File: src/rtl/detector_jogada_pkg.sv
// Shared game definitions for detector_jogada: FSM state codes, default timing
// constants and the one-hot test used by the button detector.
package detector_jogada_pkg;

  localparam int N_BOTOES               = 4;
  localparam int DEBOUNCE_CICLOS_PADRAO = 1000;
  localparam int TIMEOUT_CICLOS_PADRAO  = 5000;

  typedef enum logic [2:0] {
    ESPERA     = 3'd0,
    ESTABILIZA = 3'd1,
    PULSO      = 3'd2,
    SOLTURA    = 3'd3,
    TIMEOUT    = 3'd4
  } estado_t;

  // True when exactly one button is down; clearing the lowest set bit must leave zero.
  function automatic logic um_bit(input logic [N_BOTOES-1:0] v);
    return (v != '0) && ((v & (v - N_BOTOES'(1))) == '0);
  endfunction

endpackage

File: src/rtl/detector_jogada_sincronizador_2ff.sv
// Two-flop synchronizer bringing asynchronous levels into the clock domain.
module sincronizador_2ff #(
  parameter int LARGURA = 1
) (
  input  logic               clock,
  input  logic               reset,
  input  logic [LARGURA-1:0] d,
  output logic [LARGURA-1:0] q
);

  logic [LARGURA-1:0] meta;
  logic [LARGURA-1:0] sinc;

  // NOTE: non-blocking assignments make both stages sample the old values,
  // so the chain really is two flops deep instead of collapsing into one.
  always_ff @(posedge clock or negedge reset) begin
    if (!reset) begin
      meta <= '0;
      sinc <= '0;
    end else begin
      meta <= d;
      sinc <= meta;
    end
  end

  assign q = sinc;

endmodule

File: src/rtl/detector_jogada.sv
// Debounced push-button press detector emitting one jogada pulse per accepted press.
// Optional idle timeout is compiled in with `define DETECTOR_TIMEOUT_EN.
module detector_jogada
  import detector_jogada_pkg::*;
#(
  parameter int DEBOUNCE_CICLOS = DEBOUNCE_CICLOS_PADRAO,
  parameter int TIMEOUT_CICLOS  = TIMEOUT_CICLOS_PADRAO
) (
  input  logic                clock,
  input  logic                reset,
  input  logic                habilita,
  input  logic [N_BOTOES-1:0] botoes,
  output logic                jogada,
  output logic [N_BOTOES-1:0] codigo,
  output logic                timeout,
  output logic [2:0]          db_estado
);

  localparam int MAX_CICLOS = (DEBOUNCE_CICLOS > TIMEOUT_CICLOS) ? DEBOUNCE_CICLOS
                                                                   : TIMEOUT_CICLOS;
  localparam int CNT_W      = (MAX_CICLOS > 1) ? $clog2(MAX_CICLOS) : 1;

  localparam logic [CNT_W-1:0] UM      = CNT_W'(1);
  localparam logic [CNT_W-1:0] DEB_FIM = CNT_W'(DEBOUNCE_CICLOS - 1);

  logic [N_BOTOES-1:0] sinc;
  logic [N_BOTOES-1:0] candidato;
  logic [N_BOTOES-1:0] codigo_q;
  logic [CNT_W-1:0]    contador;
  logic                jogada_q;
  estado_t             estado;

  sincronizador_2ff #(
    .LARGURA(N_BOTOES)
  ) u_sinc (
    .clock(clock),
    .reset(reset),
    .d    (botoes),
    .q    (sinc)
  );

`ifdef DETECTOR_TIMEOUT_EN
  localparam logic [CNT_W-1:0] TMO_FIM = CNT_W'(TIMEOUT_CICLOS - 1);
  logic timeout_q;
`endif

  // One counter serves debounce, release debounce and idle timeout; every state
  // change clears it and each state stops it at its own terminal value.
  always_ff @(posedge clock or negedge reset) begin
    if (!reset) begin
      estado    <= ESPERA;
      contador  <= '0;
      candidato <= '0;
      codigo_q  <= '0;
      jogada_q  <= 1'b0;
`ifdef DETECTOR_TIMEOUT_EN
      timeout_q <= 1'b0;
`endif
    end else begin
      jogada_q <= 1'b0;
      case (estado)
        ESPERA: begin
          if (habilita && um_bit(sinc)) begin
            candidato <= sinc;
            contador  <= '0;
            estado    <= ESTABILIZA;
          end
`ifdef DETECTOR_TIMEOUT_EN
          else if (habilita) begin
            if (contador == TMO_FIM) begin
              contador  <= '0;
              timeout_q <= 1'b1;
              estado    <= TIMEOUT;
            end else begin
              contador <= contador + UM;
            end
          end
`endif
          else begin
            contador <= '0;
          end
        end

        ESTABILIZA: begin
          if (!habilita || (sinc != candidato)) begin
            contador <= '0;
            estado   <= ESPERA;
          end else if (contador == DEB_FIM) begin
            codigo_q <= candidato;
            jogada_q <= 1'b1;
            contador <= '0;
            estado   <= PULSO;
          end else begin
            contador <= contador + UM;
          end
        end

        PULSO: begin
          contador <= '0;
          estado   <= SOLTURA;
        end

        // Any button seen down, including a newly pressed one, restarts the release count.
        SOLTURA: begin
          if (sinc != '0) begin
            contador <= '0;
          end else if (contador == DEB_FIM) begin
            contador <= '0;
            estado   <= ESPERA;
          end else begin
            contador <= contador + UM;
          end
        end

        TIMEOUT: begin
`ifdef DETECTOR_TIMEOUT_EN
          if (!habilita) begin
            timeout_q <= 1'b0;
            contador  <= '0;
            estado    <= ESPERA;
          end
`else
          contador <= '0;
          estado   <= ESPERA;
`endif
        end

        default: begin
          contador <= '0;
          estado   <= ESPERA;
        end
      endcase
    end
  end

  assign jogada    = jogada_q;
  assign codigo    = codigo_q;
  assign db_estado = estado;
`ifdef DETECTOR_TIMEOUT_EN
  assign timeout   = timeout_q;
`else
  assign timeout   = 1'b0;
`endif

endmodule

File: config.mk
export PLATFORM = sky130hd
export DESIGN_NAME = detector_jogada
export DESIGN_NICKNAME = d
export VERILOG_FILES = /design/src/rtl/detector_jogada_pkg.sv /design/src/rtl/detector_jogada_sincronizador_2ff.sv /design/src/rtl/detector_jogada.sv
export SDC_FILE = /design/constraint.sdc
export NUM_CORES = 1
export LEC_CHECK = 0
export BUFFER_PORTS_ARGS = -buffer_cell sky130_fd_sc_hd__buf_2
export CAP_MARGIN = 30
export CORE_UTILIZATION = 60
export DETAILED_ROUTE_END_ITERATION = 10
export PLACE_DENSITY = 0.85
export SKIP_CTS_REPAIR_TIMING = 1
export SKIP_LAST_GASP = 1
export SLEW_MARGIN = 20
export SYNTH_ARGS = -nofsm -noshare
export SYNTH_HDL_FRONTEND = slang
export SYNTH_HIERARCHICAL = 1
export SYNTH_SLANG_ARGS = --single-unit
File: constraint.sdc
create_clock -name clock -period 5.6 [get_ports clock]
set_input_delay 0 -clock clock [delete_from_list [all_inputs] [get_ports clock]]
set_output_delay 0 -clock clock [all_outputs]
set_load 0.02 [all_outputs]
==> impl_results.md, run 1 <==
- Status: finished clean
- Combinational share of power: 4.2%
- Number of vias per cell: 5.60
- WS Path Type: reg -> reg
- Syn Std Cell Area: between 0.0015 and 0.002 mm^2
- Total of max-cap violations: 0
- Final worst slack: between 3000 and 4000 ps
- RSZ-0062 raised after global routing: false
- Chip width: 52.0 um
- Most common cell after layout, fill and taps aside: dfrtp_1
- Reg clk slew, reported paths: 110 ps
- Critical path arrival: 2160 ps
- Crit start category: register
- CTS H-Tree Depth: 2
- Syn Inst Count: around 120
- Routability cong.: roughly 0.76
- Remaining DRCs: 0
- Dpl ws: 3670 ps
- Slew Limit Fails: 0
- GRT Total Usage: roughly a quarter
- Reg2Reg Launch Point: contador[0]
- Area Growth Syn to Fin: 11.9%
- Seq/Total Area, Yosys: 53.3%
- Rows: 17
- Final #Nets: between 150 and 200
- Worst reg-to-reg setup slack: between 3000 and 4000 ps
- Largest net degree at the start of global routing: 33
- DR iter-0 viols: 17
- Tmin final: slightly below 2000 ps
- Hold Fails Final Rpt: 0
- Buffers & Inverters on Critical Path: 0
- Net Sw Frac: between 20% and 30%
- Synth async-reset ratio: 100%
- Vias: 968
- Largest stage delay, worst path: around 500 ps
- Ys Warns: 6
- Share of total power in sequential cells: 61.4%
- Remaining Overflow, GRT: 0
- Synth Flop Type: dfrtp_1
- Initial Utilization: 66.0%
- Worst path required time: 5840 ps
- Ports: 16
- Antenna violations before repair: 0
- VDD IR-drop max: 256 uV
- Final Cell Area: 0.00168 mm^2
- Final period utilization: around a third
- Worst-Skew Late Latency: approximately 340 ps
- Hold Crit Class: in -> async
- Avg Cell Area, Syn: about 12 um^2
- Reg-to-reg endpoint: codigo[3]
- Flops & latches, synth: 32
- Max FO, Critical Path: 5
- WL/cell: 14.9 um
- Sw Pwr: 95.8 uW
- CP top delay family: simple AND/OR/NAND/NOR gates
- Slew Limit Headroom: 54.6%
- Most frequent cells in the layout: dfrtp_1 (32), buf_2 (13), nor3_2 (10)
- Worst-margin pin slew: 680 ps
- Share of layout cells above drive strength 1: 30.3%
- Die Y-Extent: around 52 um
- CTS tree: done
- Placed cell area: 0.00156 mm^2
- Synth cell types: 35
- Drt first pass iters: 4
- Final Util: 73.9%
- Pleak: between 0.0007 and 0.0008 uW
- CTS sink count: 32
- First-pass GRT wire length: 4.37 mm
- Highest Clock Rate: 0.519 GHz
- Worst Skew: between 8 and 9 ps
- Crit-path cells: ha_1 > or4bb_1 > nor2_1 > nand4_2 > mux2_2
- Reg2Reg Depth: 5
- Sum Neg Setup Slack: 0 ps
- Antenna diodes: 0
- Clock power frac: 34.4%
- Maximum clock path buffer count: 2
- Power Dens Cells: 229 mW/mm^2
- Clk root buf: clkbuf_4
- Number of flops mapped to enable cells by yosys: 0
- Post-DP HPWL: approximately 1.8 mm
- Antenna viol nets, final: 0
- TritonCTS Buffers: 5
- Count of final setup violators: 0
- Die area: 0.00271 mm^2
- Kind of end point of the critical path: register
- Crit path max-delay cell type: or4bb_1
- Vias in the first global route: 930
- Drt total wl: 2.58 mm
- CORE AREA: about 0.0023 mm^2
- Power Internal: ~290 uW
- IO buf count: 13
## cells by family (layout without fill, tap and decap cells)
kind of cell / after synthesis / after routing / share of synthesized area, %
AND/OR/NAND/NOR: 48 / 48 / 22.6
flip-flops: 32 / 32 / 53.3
XOR/XNOR: 16 / 16 / 9.33
AO/OA/AOI/OAI: 8 / 8 / 3.83
multiplexers: 8 / 8 / 6.00
buffers and inverters: 7 / 30 / 3.83
adder cells (fa/ha/maj): 1 / 1 / 0.833
other: 1 / 2 / 0.250
## worst max path at each step
stage                     start          end  slack [ps]  cells after the start
floorplan           contador[0]    codigo[0]        3830                      5
global placement    contador[0]    codigo[1]        3740                      5
detailed placement  contador[0]    codigo[3]        3670                      5
CTS                 contador[0]    codigo[3]        3660                      5
global route        u_sinc/q[2]  contador[1]        3550                      4
finish              contador[0]    codigo[3]        3670                      5
## metrics by stage
step,instances,hold slack (ps),power [uW]
6_report,173,217,386
5_1_grt,173,251,405
4_1_cts,167,-314,389
3_5_place_dp,159,75.2,255
3_3_place_gp,159,58.5,254
2_1_floorplan,122,-296,248
## area by class of cell
| type | count | area (um^2) |
|---|---|---|
| tap | 28 | 35.0 |
| multi-input combinational | 83 | 648 |
| inverter | 3 | 11.3 |
| timing repair buffer | 19 | 125 |
| fill | 153 | 594 |
| clock buffer | 5 | 37.5 |
| clock inverter | 3 | 23.8 |
| sequential | 32 | 801 |
## synthesized netlist by cell type (all sizes together) (3+ instances only)
| library cell | number | area (um^2) |
|---|---|---|
| buf | 4 | 46.3 |
| nor2 | 5 | 18.8 |
| mux2 | 8 | 90.1 |
| nand4 | 3 | 25.0 |
| inv | 3 | 11.3 |
| nand3 | 5 | 25.0 |
| xor2 | 9 | 78.8 |
| nor3b | 3 | 27.5 |
| o21ai | 3 | 15.0 |
| nor3 | 15 | 125 |
| nor4 | 3 | 18.8 |
| nand2 | 6 | 30.0 |
| xnor2 | 7 | 61.3 |
| dfrtp | 32 | 801 |
## metal layers
metal  track usage [%]  vias to the layer above  wire length (um)
met4              12.2                        0                63
met5                 0                        -                 0
li1                  -                      475                 -
met2              35.0                       24              1200
met3              12.3                        5               119
met1              29.9                      464              1200
## registers in the layout, summed over array words and instances, names as in the netlist
name and cells:
candidato 4, codigo 4, contador 13, db_estado 2
jogada 1, u_sinc/meta 4, u_sinc/q 4
## power by group through the flow
stage | Sequential [uW] | Clock [uW] | Combinational [uW]
floorplan | 241 | 0 | 7.34
global placement | 241 | 0 | 12.7
detailed placement | 241 | 0 | 13.3
CTS | 237 | 139 | 13.4
global route | 237 | 149 | 18.6
finish | 237 | 133 | 16.3
No activity file was read; power rests on OpenSTA's default activity.
==> run 2: changes to the inputs <==
--- a/config.mk
+++ b/config.mk
@@ -7,9 +7,9 @@
 export LEC_CHECK = 0
 export BUFFER_PORTS_ARGS = -buffer_cell sky130_fd_sc_hd__buf_2
 export CAP_MARGIN = 30
-export CORE_UTILIZATION = 60
+export CORE_UTILIZATION = 57
 export DETAILED_ROUTE_END_ITERATION = 10
-export PLACE_DENSITY = 0.85
+export PLACE_DENSITY = 0.82
 export SKIP_CTS_REPAIR_TIMING = 1
 export SKIP_LAST_GASP = 1
 export SLEW_MARGIN = 20
==> constraint.sdc (replaced) <==
create_clock -name clock -period 1.9 [get_ports clock]
set_input_delay 0 -clock clock [delete_from_list [all_inputs] [get_ports clock]]
set_output_delay 0 -clock clock [all_outputs]
set_load 0.02 [all_outputs]
==> run 2 against run 1 <==
Against the previous run: largest cell class unchanged; design area is 2.9% higher; non-clock buffer count rose by 2; the run now ends with hold timing left; die area rose by 5.1%; clock skew increased by 13 ps.
==> impl_results.md, run 2 (same netlist as run 1, synthesis figures left out) <==
- Chip width: 53.3 um (+2.5%)
- Non-Filler Instances: 177 (+2.3%)
- GRT Total Usage: 21.9% (-2.4 points)
- Total of max-cap violations: 0 (unchanged)
- CTS H-Tree Depth: 2 (unchanged)
- WS Path Type: reg -> reg
- Die Y-Extent: 53.3 um (+2.5%)
- WL/cell: 14.8 um (-0.67%)
- Crit start category: register
- Placed cell area: 0.00158 mm^2 (+1.1%)
- Sum Neg Setup Slack: 0 ps (unchanged)
- Reg clk slew, reported paths: 110 ps (about the same)
- Largest Register: contador
- Most common cell after layout, fill and taps aside: dfrtp_1
- Area Growth Syn to Fin: 15.2%
- Final Util: 69.8% (-4.0 points)
- Worst Skew: 21.4 ps (+12.7 ps)
- Crit path max-delay cell type: or4bb_1
- Worst-Skew Late Latency: 350 ps (about the same)
- Max reg flops: 13 (unchanged)
- CTS tree: done
- Maximum clock path buffer count: 2 (unchanged)
- IO buf count: 13 (unchanged)
- Drt first pass iters: 4 (unchanged)
- Rows: 18 (+1)
- RSZ-0062 raised after global routing: false
- Slew Limit Fails: 0 (unchanged)
- Final #Nets: 154 (+1.3%)
- Highest Clock Rate: 0.556 GHz (+7.2%)
- CORE AREA: 0.00248 mm^2 (+8.9%)
- Most frequent cells in the layout: dfrtp_1 (32), buf_2 (13), nor3_2 (10)
- TritonCTS Buffers: 5 (unchanged)
- Placed cells: 163 (+2.5%)
- Antenna violations before repair: 0 (unchanged)
- Crit-path cells: ha_1 > or4bb_1 > nor2_1 > nand4_2 > mux2_2
- Worst-margin pin slew: 692 ps (+11.8 ps)
- Tmin final: 1800 ps (-129 ps)
- Power Dens Cells: 766 mW/mm^2 (+230%)
- Post-DP HPWL: 1.78 mm (-0.28%)
- Pleak: 0.000762 uW (+4.6%)
- Clk root buf: clkbuf_4
- Antenna diodes: 0 (unchanged)
- Failing checks: hold timing
- Die area: 0.00285 mm^2 (+5.1%)
- Ports: 16 (unchanged)
- Slew Limit Headroom: 53.9% (-0.78 points)
- VDD IR-drop max: 653 uV (+150%)
- Share of layout cells above drive strength 1: 32.0% (+1.6 points)
- Antenna viol nets, final: 0 (unchanged)
- Largest stage delay, worst path: 480 ps (-20 ps)
- Hold Fails Final Rpt: 1 (+1)
- Vias in the first global route: 875 (-5.9%)
- First-pass GRT wire length: 4.13 mm (-5.5%)
- Drt total wl: 2.62 mm (+1.6%)
- Initial Utilization: 60.7% (-5.4 points)
- Largest net degree at the start of global routing: 33 (unchanged)
- Final Cell Area: 0.00173 mm^2 (+2.9%)
- Fill count: 190 (+24%)
- Remaining DRCs: 0 (unchanged)
- Remaining Overflow, GRT: 0 (unchanged)
- Number of vias per cell: 5.60 (about the same)
- Status: finished, violations left
- Hold Crit Class: in -> reg
- Kind of end point of the critical path: register
- Hold slack: -10.5 ps (-228 ps)
- Worst path required time: 2140 ps (-3700 ps)
- Max FO, Critical Path: 5 (unchanged)
- Final period utilization: 94.6% (+60 points)
- Routability cong.: 0.784 (+3.6%)
- DR iter-0 viols: 14 (-3)
- Critical path arrival: 2040 ps (-120 ps)
- Vias: 991 (+2.4%)
- Count of final setup violators: 0 (unchanged)
- CTS sink count: 32 (unchanged)
## run 2: cell types whose count changed in the layout (fill, tap and decap cells not counted), sizes merged
cell / before / now
buf: 13 / 16
bufinv: 0 / 1
clkinv: 1 / 0
clkinvlp: 2 / 0
clkbuf: 5 / 7
dlygate4sd3: 6 / 5
## run 2: cell type report
class / instances / area, um^2 / share of cell area, %
Sequential cell: 32 / 801 / 46.3
Multi-Input combinational cell: 83 / 648 / 37.5
Timing Repair Buffer: 21 / 138 / 7.95
Clock buffer: 7 / 65.1 / 3.76
Tap cell: 30 / 37.5 / 2.17
Clock inverter: 1 / 30.0 / 1.74
Inverter: 3 / 11.3 / 0.651
## run 2: per-layer routing
metal	vias up	global-route usage, %	wire, um
met5	-	0	0
met4	0	9.21	47
met3	8	8.62	128
met2	25	31.0	1230
met1	478	29.6	1210
li1	480	-	-
## run 2: critical path, delay by kind of cell, from the launching register on
kind	cells	cell delay [ps]
and+or+nand+nor	3	820
adders and majority gates	1	170
DFF	1	390
muxes	1	340
## run 2: report_power, final
part           internal, uW  switching [uW]  total (uW)
combinational          19.6            29.0        48.7
clock                   349             229         579
sequential              690            8.33         698
total                  1060             267        1330
## run 2: worst paths after layout
path / end / start / cells after the start / slack (ps)
worst max-delay path: codigo[0] / contador[1] / 5 / 100
worst min-delay path: db_estado[0] / habilita / 3 / -10
worst max register to register: codigo[0] / contador[1] / 5 / 100
worst min register to register: u_sinc/q[0] / u_sinc/meta[0] / 0 / 330
max in group asynchronous: contador[11] / reset / 2 / 1220
min in group asynchronous: candidato[1] / reset / 2 / 220
## run 2: stage by stage
step | setup slack [ps] | power, uW
2_1_floorplan | 126 | 731
3_3_place_gp | 133 | 749
3_5_place_dp | 53.2 | 752
4_1_cts | 55.9 | 1330
5_1_grt | 12.9 | 1380
6_report | 102 | 1330
